<file path="config.mk">
export PLATFORM = sky130hd
export DESIGN_NAME = rc4_encryptor
export DESIGN_NICKNAME = d
export VERILOG_FILES = /design/src/rtl/rc4_encryptor.sv
export SDC_FILE = /design/constraint.sdc
export NUM_CORES = 1
export LEC_CHECK = 0
export ABC_AREA = 1
export BUFFER_PORTS_ARGS = -buffer_cell sky130_fd_sc_hd__buf_4
export CAP_MARGIN = 20
export CELL_PAD_IN_SITES_DETAIL_PLACEMENT = 1
export CELL_PAD_IN_SITES_GLOBAL_PLACEMENT = 2
export CORE_UTILIZATION = 30
export CTS_CLUSTER_DIAMETER = 80
export CTS_CLUSTER_SIZE = 24
export DETAILED_ROUTE_END_ITERATION = 8
export PLACE_DENSITY = 0.72
export SLEW_MARGIN = 30
export SYNTH_ARGS = -nofsm -noshare
export SYNTH_HDL_FRONTEND = slang
export SYNTH_SLANG_ARGS = --single-unit
export TNS_END_PERCENT = 50
</file>
<file path="constraint.sdc">
create_clock -name clk -period 4.3 [get_ports clk]
set_clock_uncertainty 0.15 [all_clocks]
set_input_delay 0.215 -clock clk [delete_from_list [all_inputs] [get_ports clk]]
set_output_delay 0.215 -clock clk [all_outputs]
set_load 0.01 [all_outputs]
</file>
<file path="src/rtl/rc4_encryptor.sv">
// RC4 encrypt engine: INIT, KSA, optional keystream drop, then PRGA XOR of plaintext RAM into ciphertext RAM.
// Define RC4_DROP_EN to discard DROP_N keystream bytes after KSA (RC4-drop[n]).
module rc4_encryptor #(
    parameter int RAM_WIDTH          = 8,
    parameter int RAM_LENGTH         = 8,
    parameter int KEY_LENGTH         = 3,
    parameter int MESSAGE_LENGTH     = 32,
    parameter int MESSAGE_LOG_LENGTH = 5,
    parameter int DROP_N             = 256
) (
    input  logic                               clk,
    input  logic                               reset,
    input  logic                               start,
    input  logic [KEY_LENGTH*RAM_WIDTH-1:0]    key,
    output logic [RAM_LENGTH-1:0]              sAddr,
    output logic [RAM_WIDTH-1:0]               sIn,
    output logic                               sWren,
    input  logic [RAM_WIDTH-1:0]               sOut,
    output logic [MESSAGE_LOG_LENGTH-1:0]      pAddr,
    input  logic [RAM_WIDTH-1:0]               pOut,
    output logic [MESSAGE_LOG_LENGTH-1:0]      cAddr,
    output logic [RAM_WIDTH-1:0]               cIn,
    output logic                               cWren,
    output logic                               busy,
    output logic                               done
);
    localparam int KW     = KEY_LENGTH * RAM_WIDTH;
    localparam int DROP_W = $clog2(DROP_N + 2);
    localparam logic [MESSAGE_LOG_LENGTH-1:0] LAST_K = MESSAGE_LOG_LENGTH'(MESSAGE_LENGTH - 1);
`ifdef RC4_DROP_EN
    localparam logic [DROP_W-1:0] DROP_LOAD = DROP_W'(DROP_N);
`else
    localparam logic [DROP_W-1:0] DROP_LOAD = '0;
`endif

    typedef enum logic [3:0] {
        S_IDLE, S_INIT,
        S_KSA_RI, S_KSA_RJ, S_KSA_WI, S_KSA_WJ,
        S_PRGA_RI, S_PRGA_RJ, S_PRGA_WI, S_PRGA_WJ, S_PRGA_RF, S_PRGA_WC,
        S_DONE
    } state_t;

    state_t                          state_q, state_d;
    logic [RAM_LENGTH-1:0]           i_q, i_d, j_q, j_d;
    logic [MESSAGE_LOG_LENGTH-1:0]   k_q, k_d;
    logic [RAM_WIDTH-1:0]            si_q, si_d, sj_q, sj_d;
    logic [KW-1:0]                   key_q, key_d;
    logic [DROP_W-1:0]               drop_q, drop_d;

    logic [RAM_LENGTH-1:0] i_inc, j_ksa, j_prga;
    logic [RAM_WIDTH-1:0]  f_idx;

    // Key register rotates one byte per KSA step, so its top byte is always key[i mod KEY_LENGTH].
    assign i_inc  = i_q + RAM_LENGTH'(1);
    assign j_ksa  = j_q + RAM_LENGTH'(sOut) + RAM_LENGTH'(key_q[KW-1 -: RAM_WIDTH]);
    assign j_prga = j_q + RAM_LENGTH'(sOut);
    assign f_idx  = si_q + sj_q;

    always_ff @(posedge clk or posedge reset) begin
        if (reset) begin
            state_q <= S_IDLE;
            i_q     <= '0;
            j_q     <= '0;
            k_q     <= '0;
            si_q    <= '0;
            sj_q    <= '0;
            key_q   <= '0;
            drop_q  <= '0;
        end else begin
            state_q <= state_d;
            i_q     <= i_d;
            j_q     <= j_d;
            k_q     <= k_d;
            si_q    <= si_d;
            sj_q    <= sj_d;
            key_q   <= key_d;
            drop_q  <= drop_d;
        end
    end

    always_comb begin
        state_d = state_q;
        i_d     = i_q;
        j_d     = j_q;
        k_d     = k_q;
        si_d    = si_q;
        sj_d    = sj_q;
        key_d   = key_q;
        drop_d  = drop_q;
        case (state_q)
            S_IDLE, S_DONE: begin
                if (start) begin
                    key_d   = key;
                    i_d     = '0;
                    j_d     = '0;
                    k_d     = '0;
                    state_d = S_INIT;
                end
            end
            S_INIT: begin
                i_d = i_inc;
                if (i_q == '1) state_d = S_KSA_RI;
            end
            S_KSA_RI: state_d = S_KSA_RJ;
            S_KSA_RJ: begin
                si_d    = sOut;
                j_d     = j_ksa;
                state_d = S_KSA_WI;
            end
            S_KSA_WI: begin
                sj_d    = sOut;
                state_d = S_KSA_WJ;
            end
            S_KSA_WJ: begin
                key_d = {key_q[KW-RAM_WIDTH-1:0], key_q[KW-1 -: RAM_WIDTH]};
                i_d   = i_inc;
                if (i_q == '1) begin
                    j_d     = '0;
                    drop_d  = DROP_LOAD;
                    state_d = S_PRGA_RI;
                end else begin
                    state_d = S_KSA_RI;
                end
            end
            S_PRGA_RI: begin
                i_d     = i_inc;
                state_d = S_PRGA_RJ;
            end
            S_PRGA_RJ: begin
                si_d    = sOut;
                j_d     = j_prga;
                state_d = S_PRGA_WI;
            end
            S_PRGA_WI: begin
                sj_d    = sOut;
                state_d = S_PRGA_WJ;
            end
            // Drop steps end after the swap; i and j carry straight into real PRGA.
            S_PRGA_WJ: begin
                if (drop_q != '0) begin
                    drop_d  = drop_q - DROP_W'(1);
                    state_d = S_PRGA_RI;
                end else begin
                    state_d = S_PRGA_RF;
                end
            end
            S_PRGA_RF: state_d = S_PRGA_WC;
            S_PRGA_WC: begin
                if (k_q == LAST_K) begin
                    state_d = S_DONE;
                end else begin
                    k_d     = k_q + MESSAGE_LOG_LENGTH'(1);
                    state_d = S_PRGA_RI;
                end
            end
            default: state_d = S_IDLE;
        endcase
    end

    always_comb begin
        sAddr = '0;
        sIn   = '0;
        sWren = 1'b0;
        pAddr = '0;
        cAddr = '0;
        cIn   = '0;
        cWren = 1'b0;
        busy  = (state_q != S_IDLE) && (state_q != S_DONE);
        done  = (state_q == S_DONE);
        case (state_q)
            S_INIT: begin
                sAddr = i_q;
                sIn   = RAM_WIDTH'(i_q);
                sWren = 1'b1;
            end
            S_KSA_RI: sAddr = i_q;
            S_KSA_RJ: sAddr = j_ksa;
            // Second swap write uses the captured S[i], so i==j leaves S[i] intact.
            S_KSA_WI, S_PRGA_WI: begin
                sAddr = i_q;
                sIn   = sOut;
                sWren = 1'b1;
                pAddr = (state_q == S_PRGA_WI) ? k_q : '0;
            end
            S_KSA_WJ, S_PRGA_WJ: begin
                sAddr = j_q;
                sIn   = si_q;
                sWren = 1'b1;
                pAddr = (state_q == S_PRGA_WJ) ? k_q : '0;
            end
            S_PRGA_RI: begin
                sAddr = i_inc;
                pAddr = k_q;
            end
            S_PRGA_RJ: begin
                sAddr = j_prga;
                pAddr = k_q;
            end
            S_PRGA_RF: begin
                sAddr = RAM_LENGTH'(f_idx);
                pAddr = k_q;
            end
            S_PRGA_WC: begin
                pAddr = k_q;
                cAddr = k_q;
                cIn   = sOut ^ pOut;
                cWren = 1'b1;
            end
            default: ;
        endcase
    end
endmodule

</file>
==> run_results.csv, run 1 <==
group,metric,value,unit
power,powerDensity,665.4,nW/um^2
final_layout,layout-drive-gt1-share,20.80,%
sta,worst_slew_pin_slew,826.4,ps
sta,fin_hold_ws,14.55,ps
floorplanning,core.rowCount,48,
setup_path,critPathCaptureType,"primary output",
power,internal_power,2.357,mW
floorplanning,die_h,135.3,um
clock_tree,clk_pin_slew,60,ps
sta,period_needed,3987,ps
setup_path,critPathKind,"in2out",
route,vias,5023,
placement,place_ws,830.7,ps
sta,setup_slack,312.6,ps
clock_tree,insertion_delay,340,ps
route,drtPass1Iterations,4,
sta,setup_violations,0,
synth,synthesis.nets,765,
sta,hold_viol,0,
synth,synth_cells,690,
route,drc_errors,0,
sta,rsz0062_at_grt,"false",
synth,ys.flop_type,"dfrtp_1",
sta,drv_slew,0,
global_route,grt_overflow,0,
final_layout,multiInputGateArea,2980,um^2
flow_run,cap_viol_max_count,0,
clock_tree,root_buffer,"clkbuf_16",
synth,ys_types,50,
route,drt-total-wl,16.41,mm
clock_tree,numCtsBuffers,9,
clock_tree,clock_path_buffers,2,
clock_tree,htreeDepth,3,
setup_path,cp.arrival,3620,ps
sta,finalCritPeriodShare,92.73,%
synth,ys_async_sr_fraction,100.0,%
global_route,grt_pass1_vias,5299,
floorplanning,initial_core_util,30.73,%
final_layout,syn_to_final_growth,25.76,%
sta,max_freq,0.2508,GHz
final_layout,insertedDiodeCount,0,
power,power,4.463,mW
synth,synth_top_cell_by_area,"dfrtp_1",
power,power_leakage,3.297,nW
synth,synth_most_common_cell,"nand2_1",
final_layout,ff_latch_area,1852,um^2
floorplanning,io_pins,81,
final_layout,nets,868,
placement,dpl_cell_area,6147,um^2
sta,worst_slew_margin_rel,44.82,%
final_layout,final_cell_area,6708,um^2
route,via_per_inst,4.910,
setup_path,path_max_fanout,5,
power,irDropWorstVdd,290.3,uV
route,wl_per_cell,16.04,um
floorplanning,die_area,18320,um^2
power,power_frac_seq,25.2,%
final_layout,fill_cells,2095,
synth,syn_area,5334,um^2
route,postRouteAntennaNets,0,
power,p_switching,2.106,mW
global_route,grt_max_degree,54,
outcome,status,"finished clean",
synth,synth_edf_count,0,
floorplanning,die_x,135.3,um
clock_tree,cts_sinks,74,
placement,numPortBuffers,80,
placement,gp_congestion,0.8353,
clock_tree,cts_resized,0,
synth,ys_seq_area_share,34.72,%
power,power_frac_clock,17.8,%
global_route,grt_pass1_wl,27.17,mm
synth,synth-seq-cells,74,
synth,synth.area.top_cells,"dfrtp_1 35%, nand2_1 11%, ha_1 6.8%, inv_1 6.5%, nand3_1 4.1%",
synth,avgSynthCellArea,7.730,um^2
global_route,grtUsageTotal,19.19,%
min_path,min_path_type,"in2reg",
synth,yosysWarningCount,0,
setup_path,critPathRequiredTime,3930,ps
synth,synth_top_area_share,34.72,%
synth,ys_top_cells_by_count,"151 x nand2_1, 92 x inv_1, 74 x dfrtp_1, 48 x nor2_1, 44 x nand3_1",
placement,hpwl,12.60,mm
power,p_sw_share,47.19,%
power,comb_power_share,57.0,%
clock_tree,cts_tree,"done",
floorplanning,coreArea,17360,um^2
route,drt-initial-drc-count,120,
setup_path,startpoint_type,"input pin",
sta,tns,0,ps
global_route,antenna_found_initial,0,
-- layer usage --
metal	global-route usage, %	share of wire (%)
met1	24.15	45
met2	33.02	50
met3	3.143	3.2
met4	6.742	2.2
met5	0	0
-- flip-flops by register name (all words and copies together) (netlist names) --
register and cells:
drop_q 9, i_q 8, j_q 8, k_q 5
key_q 24, si_q 8, sj_q 8, state_q 4
-- critical path: stages --
cell and delay [ps]:
dlygate4sd3_1 530, buf_4 160, ha_1 230, fa_1 430
nand2_1 80, inv_1 50, nor2_1 80, o21bai_1 70
or2_2 270, nand2_1 70, inv_1 50, ha_1 330
a21oi_1 260, or2_2 150, nand3_1 100, inv_1 80
nand3_1 70, nand3_1 120, nand2_1 90, buf_4 150
-- power by group through the flow --
stage	clock (mW)	sequential, mW	combinational, mW
floorplan	0	1.09	1.84
global placement	0	1.13	2.46
detailed placement	0	1.14	2.54
CTS	0.820	1.13	2.58
global route	0.845	1.17	2.87
finish	0.794	1.13	2.54
-- what timing repair did --
item                      in CTS  in global routing
setup buffers                  0                  0
hold buffers                  25                  0
hold endpoints to repair      60                  0
-- per-stage QoR --
| stage | std cells | utilization [%] |
|---|---|---|
| final | 1023 | 38.65 |
| after global routing | 1023 | 38.65 |
| after CTS | 1023 | 38.62 |
| after detailed placement | 982 | 35.42 |
| after global placement | 982 | 35.42 |
| after floorplan | 690 | - |
-- cell type report --
type	count	share of cell area, %
clock buffers	11	3.768
well taps	225	4.197
clock inverters	5	0.7834
inverters	110	6.193
flip-flops and latches	74	27.61
multi-input cells	490	44.43
repair buffers	108	13.02
-- worst paths after layout --
path	start	to	slack, ps	cells after the start
setup / recovery	sOut[0]	sAddr[7]	310	20
hold / removal	key[9]	key_q[9]	10	3
setup reg to reg	j_q[0]	j_q[7]	1130	17
hold reg to reg	drop_q[8]	drop_q[8]	320	1
max in group asynchronous	reset	si_q[6]	2460	4
min in group asynchronous	reset	key_q[2]	450	3
-- cell families after synthesis --
group / synth area share (%)
AND/OR/NAND/NOR: 26.39
AO/OA/AOI/OAI: 17.31
buffers and inverters: 9.500
flip-flops: 34.72
adder cells (fa/ha/maj): 7.929
XOR/XNOR: 3.941
multiplexers: 0.2111
-- cell usage in the layout (no fill, tap or decap), types with 23 or more instances in the layout --
| cell type | count |
|---|---|
| dfrtp_1 | 74 |
| o21ai_0 | 32 |
| ha_1 | 29 |
| inv_1 | 91 |
| nor2_1 | 48 |
| buf_4 | 83 |
| a21oi_1 | 23 |
| o21ai_1 | 27 |
| nand3_1 | 44 |
| dlygate4sd3_1 | 25 |
| nand2_1 | 151 |
(Power assumes the default switching activity.)
==> run 2: changes to the inputs <==
Settings changed: ABC_AREA 1 to default, PLACE_DENSITY 0.72 to 0.68.
==> run 2 against run 1 <==
  * Worst hold slack better by 2.8 ps
  * Synthesized cell count is 16% lower
  * Register-to-register slack got worse by 300 ps
  * First-iteration DRC count grew 53%
  * Fmax shrank 2.5%
  * Total power fell by 44%
  * Flip-flop and latch count is the same
  * Clock-buffer cell count shrank 2
  * Sequential share of layout area increased by 1.4 points
==> run_results.csv, run 2 <==
group,metric,value,unit
floorplanning,die_area,17900,um^2
route,drc_errors,0,
synth,ys.flop_type,"dfrtp_1",
clock_tree,cts_sinks,74,
floorplanning,initial_core_util,31.09,%
route,vias,4552,
min_path,min_path_type,"in2reg",
power,irDropWorstVdd,232.5,uV
final_layout,top_register,"key_q",
placement,place_ws,446.5,ps
placement,gp_congestion,0.8060,
sta,fin_hold_ws,17.37,ps
route,drtPass1Iterations,4,
floorplanning,core.rowCount,47,
synth,ys_types,68,
sta,rsz0062_at_grt,"false",
power,power_leakage,2.966,nW
setup_path,r2r_start,"j_q[0]",
clock_tree,htreeDepth,3,
setup_path,critPathKind,"reg2out",
route,via_per_inst,5.161,
setup_path,rrSetupSlack,830,ps
synth,synth_top_cell_by_area,"dfrtp_1",
min_path,min_from,"key[6]",
final_layout,final_cell_mix,"85 x buf_4, 77 x nand2_1, 74 x dfrtp_1, 51 x nor2_1, 43 x a21oi_1",
sta,worst_slew_margin_rel,40.52,%
floorplanning,die_x,133.8,um
floorplanning,io_pins,81,
route,drt-initial-drc-count,184,
clock_tree,insertion_delay,340,ps
sta,hold_viol,0,
floorplanning,die_h,133.8,um
setup_path,critPathMaxStageDelay,420,ps
setup_path,critPathCaptureType,"primary output",
flow_run,cap_viol_max_count,0,
outcome,status,"finished clean",
synth,synth_most_common_cell,"nand2_1",
synth,synth-seq-cells,74,
synth,ys_top_cells_by_count,"77 x nand2_1, 74 x dfrtp_1, 51 x nor2_1, 44 x a21oi_1, 30 x o21ai_0",
clock_tree,clock_path_buffers,2,
final_layout,syn_to_final_growth,22.38,%
setup_path,rr_worst_depth,14,
route,drt-total-wl,15.76,mm
clock_tree,cts_tree,"done",
global_route,grtUsageTotal,18.75,%
min_path,hold-path-endpoint,"key_q[6]",
setup_path,startpoint_type,"flip-flop",
sta,setup_slack,210.8,ps
sta,worst_slew_pin_slew,886.3,ps
placement,numPortBuffers,80,
synth,ys_seq_area_share,35.53,%
synth,ys_async_sr_fraction,100.0,%
synth,synth_cells,580,
placement,hpwl,11.89,mm
synth,synth_edf_count,0,
sta,period_needed,4089,ps
setup_path,r2r-end,"j_q[7]",
clock_tree,clk_pin_slew,60,ps
setup_path,path_buf_inv,1,
sta,tns,0,ps
setup_path,cp_slowest_cell,"or3_1",
power,powerDensity,390.2,nW/um^2
final_layout,insertedDiodeCount,0,
setup_path,cp.arrival,3720,ps
setup_path,critical-path-top-delay-family,"compound AO/OA/AOI/OAI gates",
global_route,antenna_found_initial,0,
sta,finalCritPeriodShare,95.10,%
setup_path,cp_cell_sequence,"ha_1 > fa_2 > a21o_1 > a21o_1 > a21oi_2 > mux2i_1 > or3_1 > ha_4 > o21ai_0 > nand3b_1 > o21ai_0 > a211o_1 > xnor2_1 > o211ai_1 > buf_4",
route,postRouteAntennaNets,0,
final_layout,nets,732,
global_route,grt_overflow,0,
final_layout,layout-drive-gt1-share,19.79,%
clock_tree,root_buffer,"clkbuf_16",
synth,avgSynthCellArea,8.985,um^2
synth,synthesis.nets,655,
global_route,grt_pass1_wl,26.14,mm
synth,syn_area,5211,um^2
clock_tree,numCtsBuffers,9,
synth,synth.area.top_cells,"dfrtp_1 36%, ha_1 7.0%, nand2_1 5.5%, mux2i_1 5.0%, a21oi_1 4.2%",
setup_path,critPathRequiredTime,3930,ps
synth,synth_top_area_share,35.53,%
global_route,grt_max_degree,51,
synth,yosysWarningCount,0,
final_layout,largestRegisters,"key_q: 24 flops, drop_q: 9 flops",
sta,drv_slew,0,
setup_path,path_max_fanout,6,
route,wl_per_cell,17.86,um
final_layout,final_common_cell,"buf_4",
final_layout,largest_reg_flops,24,
sta,max_freq,0.2445,GHz
sta,setup_violations,0,
global_route,grt_pass1_vias,4835,
floorplanning,coreArea,16760,um^2
min_path,hold_depth,3,
[run 2: cell types whose count changed in the layout (fill, tap and decap cells not counted), moves of 20 or more]
cell,delta
a21oi_1,+20
nand3_1,-27
mux2i_1,+26
inv_1,-78
o21ai_1,-26
nand2_1,-74
[run 2: how the worst max path moves through the flow]
stage                     to  startpoint  cells after the start  slack [ps]
floorplan           sAddr[7]      j_q[0]                     14         800
global placement    sAddr[7]      j_q[0]                     15         500
detailed placement  sAddr[7]      j_q[0]                     15         450
CTS                 sAddr[7]      j_q[0]                     15          50
global route        sAddr[7]      j_q[0]                     15          40
finish              sAddr[7]      j_q[0]                     15         210
[run 2: what timing repair did]
| item | CTS | global route |
|---|---|---|
| endpoints found under the setup margin | 0 | 1 |
| resized for setup | 0 | 3 |
| hold buffers | 9 | 0 |
| setup buffers | 0 | 0 |
| hold endpoints to repair | 52 | 0 |
[run 2: cells by family (layout without fill, tap and decap cells)]
family | Yosys count | count (layout) | synth area share, %
flip-flops | 74 | 74 | 35.53
AND/OR/NAND/NOR | 218 | 218 | 21.06
XOR/XNOR | 34 | 34 | 5.858
adder cells (fa/ha/maj) | 32 | 32 | 8.115
AO/OA/AOI/OAI | 145 | 145 | 18.56
multiplexers | 35 | 35 | 6.939
buffers and inverters | 42 | 124 | 3.938
[run 2: worst reg2reg max path: stages (launching register included)]
cell	delay, ps
dfrtp_1	400
ha_1	240
fa_2	360
a21o_1	160
a21o_1	210
a21oi_2	170
mux2i_1	100
or3_1	420
ha_4	310
o21ai_0	90
nand3b_1	90
o21ai_0	80
a211o_1	240
xnor2_1	190
o211ai_1	120
[run 2: metrics by stage]
step	utilization (%)	area [um^2]	power, mW	instances
final	38.05	6377	2.489	882
after floorplan	-	5211	1.472	580
after detailed placement	35.63	5972	1.696	857
after global placement	35.63	5972	1.672	857
after global routing	38.05	6377	2.667	882
after CTS	37.93	6357	2.494	882
[run 2: per-layer routing]
layer | track usage [%] | part of all wire, % | vias to the layer above | wire length, um
met3 | 3.061 | 2.3 | 10 | 365
met1 | 23.72 | 45 | 2277 | 7118
met2 | 32.93 | 51 | 50 | 8096
met4 | 4.924 | 1.1 | 0 | 175
li1 | - | - | 2215 | -
met5 | 0 | 0 | - | 0
[run 2: power by group]
group / internal, mW / leakage [nW] / switching [mW]
Combinational: 0.432 / 2.01 / 0.501
Clock: 0.447 / 0.133 / 0.319
Sequential: 0.743 / 0.820 / 0.0464
Total: 1.62 / 2.97 / 0.866
[run 2: layout make-up]
class / count / area [um^2]
tap: 220 / 275.3
multi-input combinational: 464 / 3173
clock buffer: 9 / 225.2
fill: 2023 / 10380
inverter: 14 / 53.80
clock inverter: 7 / 70.07
sequential: 74 / 1852
timing repair buffer: 94 / 728.2
==> run 3: changes to the inputs <==
--- a/config.mk
+++ b/config.mk
@@ -7,2 +7,3 @@
 export LEC_CHECK = 0
+export ABC_AREA = 1
 export BUFFER_PORTS_ARGS = -buffer_cell sky130_fd_sc_hd__buf_4
@@ -15,3 +16,3 @@
 export DETAILED_ROUTE_END_ITERATION = 8
-export PLACE_DENSITY = 0.68
+export PLACE_DENSITY = 0.72
 export SLEW_MARGIN = 30
==> constraint.sdc (replaced) <==
create_clock -name clk -period 4.3 [get_ports clk]
set_clock_uncertainty 0.15 [all_clocks]
set_input_delay 0.86 -clock clk [delete_from_list [all_inputs] [get_ports clk]]
set_output_delay 0.86 -clock clk [all_outputs]
set_load 0.01 [all_outputs]
==> run 3 against run 2 <==
  * Sequential share of layout area is 1.9 points lower
  * Via count rose by 8.1%
  * Register-to-register slack gained 560 ps
  * Worst hold slack improved by 290 ps
  * Clock power up 3.3%
  * Worst setup slack lost 69 ps
  * Die area increased by 2.3%
  * Critical path type is now in2out
  * Largest power group unchanged
==> run_results.csv, run 3 (synthesized netlist as in run 1, its figures left out) <==
group,metric,value,unit
clock_tree,cts_sinks,74,
final_layout,final_common_cell,"nand2_1",
global_route,grtUsageTotal,18.99,%
outcome,status,"finished clean",
flow_run,cap_viol_max_count,0,
sta,max_freq,0.2405,GHz
power,irDropWorstVdd,245.7,uV
route,wl_per_cell,16.02,um
setup_path,cp.arrival,3150,ps
route,vias,4922,
final_layout,insertedDiodeCount,0,
sta,rsz0062_at_grt,"true",
final_layout,final_cell_mix,"142 x nand2_1, 95 x buf_4, 85 x inv_1, 74 x dfrtp_1, 43 x nor2_1",
route,postRouteAntennaNets,0,
clock_tree,numCtsBuffers,9,
sta,setup_violations,0,
sta,fin_hold_ws,309.9,ps
placement,hpwl,12.75,mm
placement,numPortBuffers,80,
floorplanning,die_x,135.3,um
power,powerDensity,697.5,nW/um^2
route,drc_errors,0,
sta,setup_slack,142.2,ps
placement,place_ws,-421.2,ps
sta,drv_slew,0,
clock_tree,htreeDepth,3,
setup_path,path_max_fanout,4,
min_path,min_path_type,"reg2reg",
floorplanning,coreArea,17360,um^2
route,drt-total-wl,16.26,mm
final_layout,final_cell_area,6823,um^2
floorplanning,initial_core_util,30.73,%
global_route,grt_pass1_wl,26.79,mm
global_route,grt_pass1_vias,5266,
setup_path,critPathKind,"in2out",
sta,finalCritPeriodShare,96.69,%
placement,dpl_cell_area,6252,um^2
clock_tree,holdBufCountCts,0,
setup_path,critPathMaxStageDelay,340,ps
final_layout,syn_to_final_growth,27.91,%
floorplanning,io_pins,81,
final_layout,largestRegisters,"key_q: 24 flops, drop_q: 9 flops",
floorplanning,core.rowCount,48,
global_route,grt_max_degree,54,
placement,gp_congestion,0.8415,
sta,hold_viol,0,
clock_tree,root_buffer,"clkbuf_16",
sta,worst_slew_pin_slew,931.4,ps
final_layout,multiInputGateArea,3184,um^2
setup_path,cp_slowest_cell,"fa_2",
final_layout,nets,861,
final_layout,fill_cells,2111,
clock_tree,cts_tree,"done",
final_layout,ff_latch_area,1852,um^2
route,drt-initial-drc-count,158,
final_layout,fin_util,39.31,%
route,via_per_inst,4.849,
sta,tns,0,ps
global_route,grt_overflow,0,
setup_path,startpoint_type,"input pin",
setup_path,cp_cell_sequence,"buf_8 > ha_4 > fa_2 > nand2_2 > inv_2 > nor2_2 > o21bai_1 > or2_4 > nand2_2 > inv_2 > ha_4 > a21oi_2 > or2_4 > nand3_4 > inv_2 > nand3_2 > nand3_2 > nand2_2 > buf_6",
setup_path,critPathRequiredTime,3290,ps
floorplanning,die_h,135.3,um
clock_tree,clk_pin_slew,60,ps
power,power_leakage,3.310,nW
setup_path,path_buf_inv,5,
final_layout,layout-drive-gt1-share,28.48,%
floorplanning,die_area,18320,um^2
clock_tree,clock_path_buffers,2,
clock_tree,insertion_delay,340,ps
final_layout,largest_reg_flops,24,
setup_path,critical-path-top-delay-family,"simple AND/OR/NAND/NOR gates",
sta,period_needed,4158,ps
sta,worst_slew_margin_rel,37.69,%
global_route,antenna_found_initial,0,
final_layout,top_register,"key_q",
setup_path,critPathCaptureType,"primary output",
route,drtPass1Iterations,4,
run 3: cell types whose count changed in the layout (fill, tap and decap cells not counted), moves of 23 or more:
cell and delta:
nand2_1 +65, a21oi_1 -23, mux2i_1 -26, o21ai_1 +28, inv_2 +24, inv_1 +72
run 3: cell type report:
cell class,instances,area share (%)
clock buffers,13,3.961
inverters,110,6.088
well taps,225,4.126
clock inverters,2,0.5135
repair buffers,101,11.50
flip-flops and latches,74,27.14
multi-input cells,490,46.67
run 3: routing by layer:
layer / share of wire, % / up-vias / global-route usage (%) / wire length (um)
met5: 0 / - / 0 / 0
met4: 2.9 / 0 / 8.739 / 467
met3: 2.8 / 26 / 2.656 / 456
met2: 48 / 90 / 31.42 / 7797
met1: 46 / 2344 / 24.41 / 7540
li1: - / 2462 / - / -
run 3: repair_timing:
| item | 4_1_cts | 5_1_grt |
|---|---|---|
| endpoints found under the hold margin | 0 | 0 |
| gates cloned | 0 | 0 |
| pin swaps | 13 | 19 |
| setup buffers | 0 | 4 |
| setup endpoints to repair | 5 | 6 |
| gates resized for setup | 27 | 30 |
run 3: path summary, 6_finish.rpt:
| check | startpoint | end | slack (ps) | cells past startpoint |
|---|---|---|---|---|
| max in group asynchronous | reset | sj_q[3] | 2680 | 3 |
| min reg2reg | drop_q[8] | drop_q[8] | 310 | 1 |
| max reg2reg | state_q[3] | key_q[17] | 1390 | 9 |
| min in group asynchronous | reset | key_q[0] | 460 | 2 |
| min | drop_q[8] | drop_q[8] | 310 | 1 |
| max | sOut[0] | sAddr[7] | 140 | 19 |
run 3: stage by stage:
stage	power, mW	cells
finish	4.759	1015
floorplan	2.929	690
global placement	3.662	996
CTS	4.689	1011
global route	5.199	1015
detailed placement	3.753	996
run 3: worst register-to-register path: cells and delay by family (launching register included):
kind	cells	cell delay [ps]
adders and majority gates	1	250
buffers and inverters	4	810
AOI/OAI and AO/OA	2	360
DFF	1	400
and+or+nand+nor	2	840
run 3: report_power, final:
part           total [mW]  leakage, nW  switching (mW)  internal [mW]
registers            1.14        0.956           0.181          0.956
logic                2.83         2.20            1.72           1.11
clock network       0.791        0.152           0.298          0.493
total                4.76         3.31            2.20           2.56
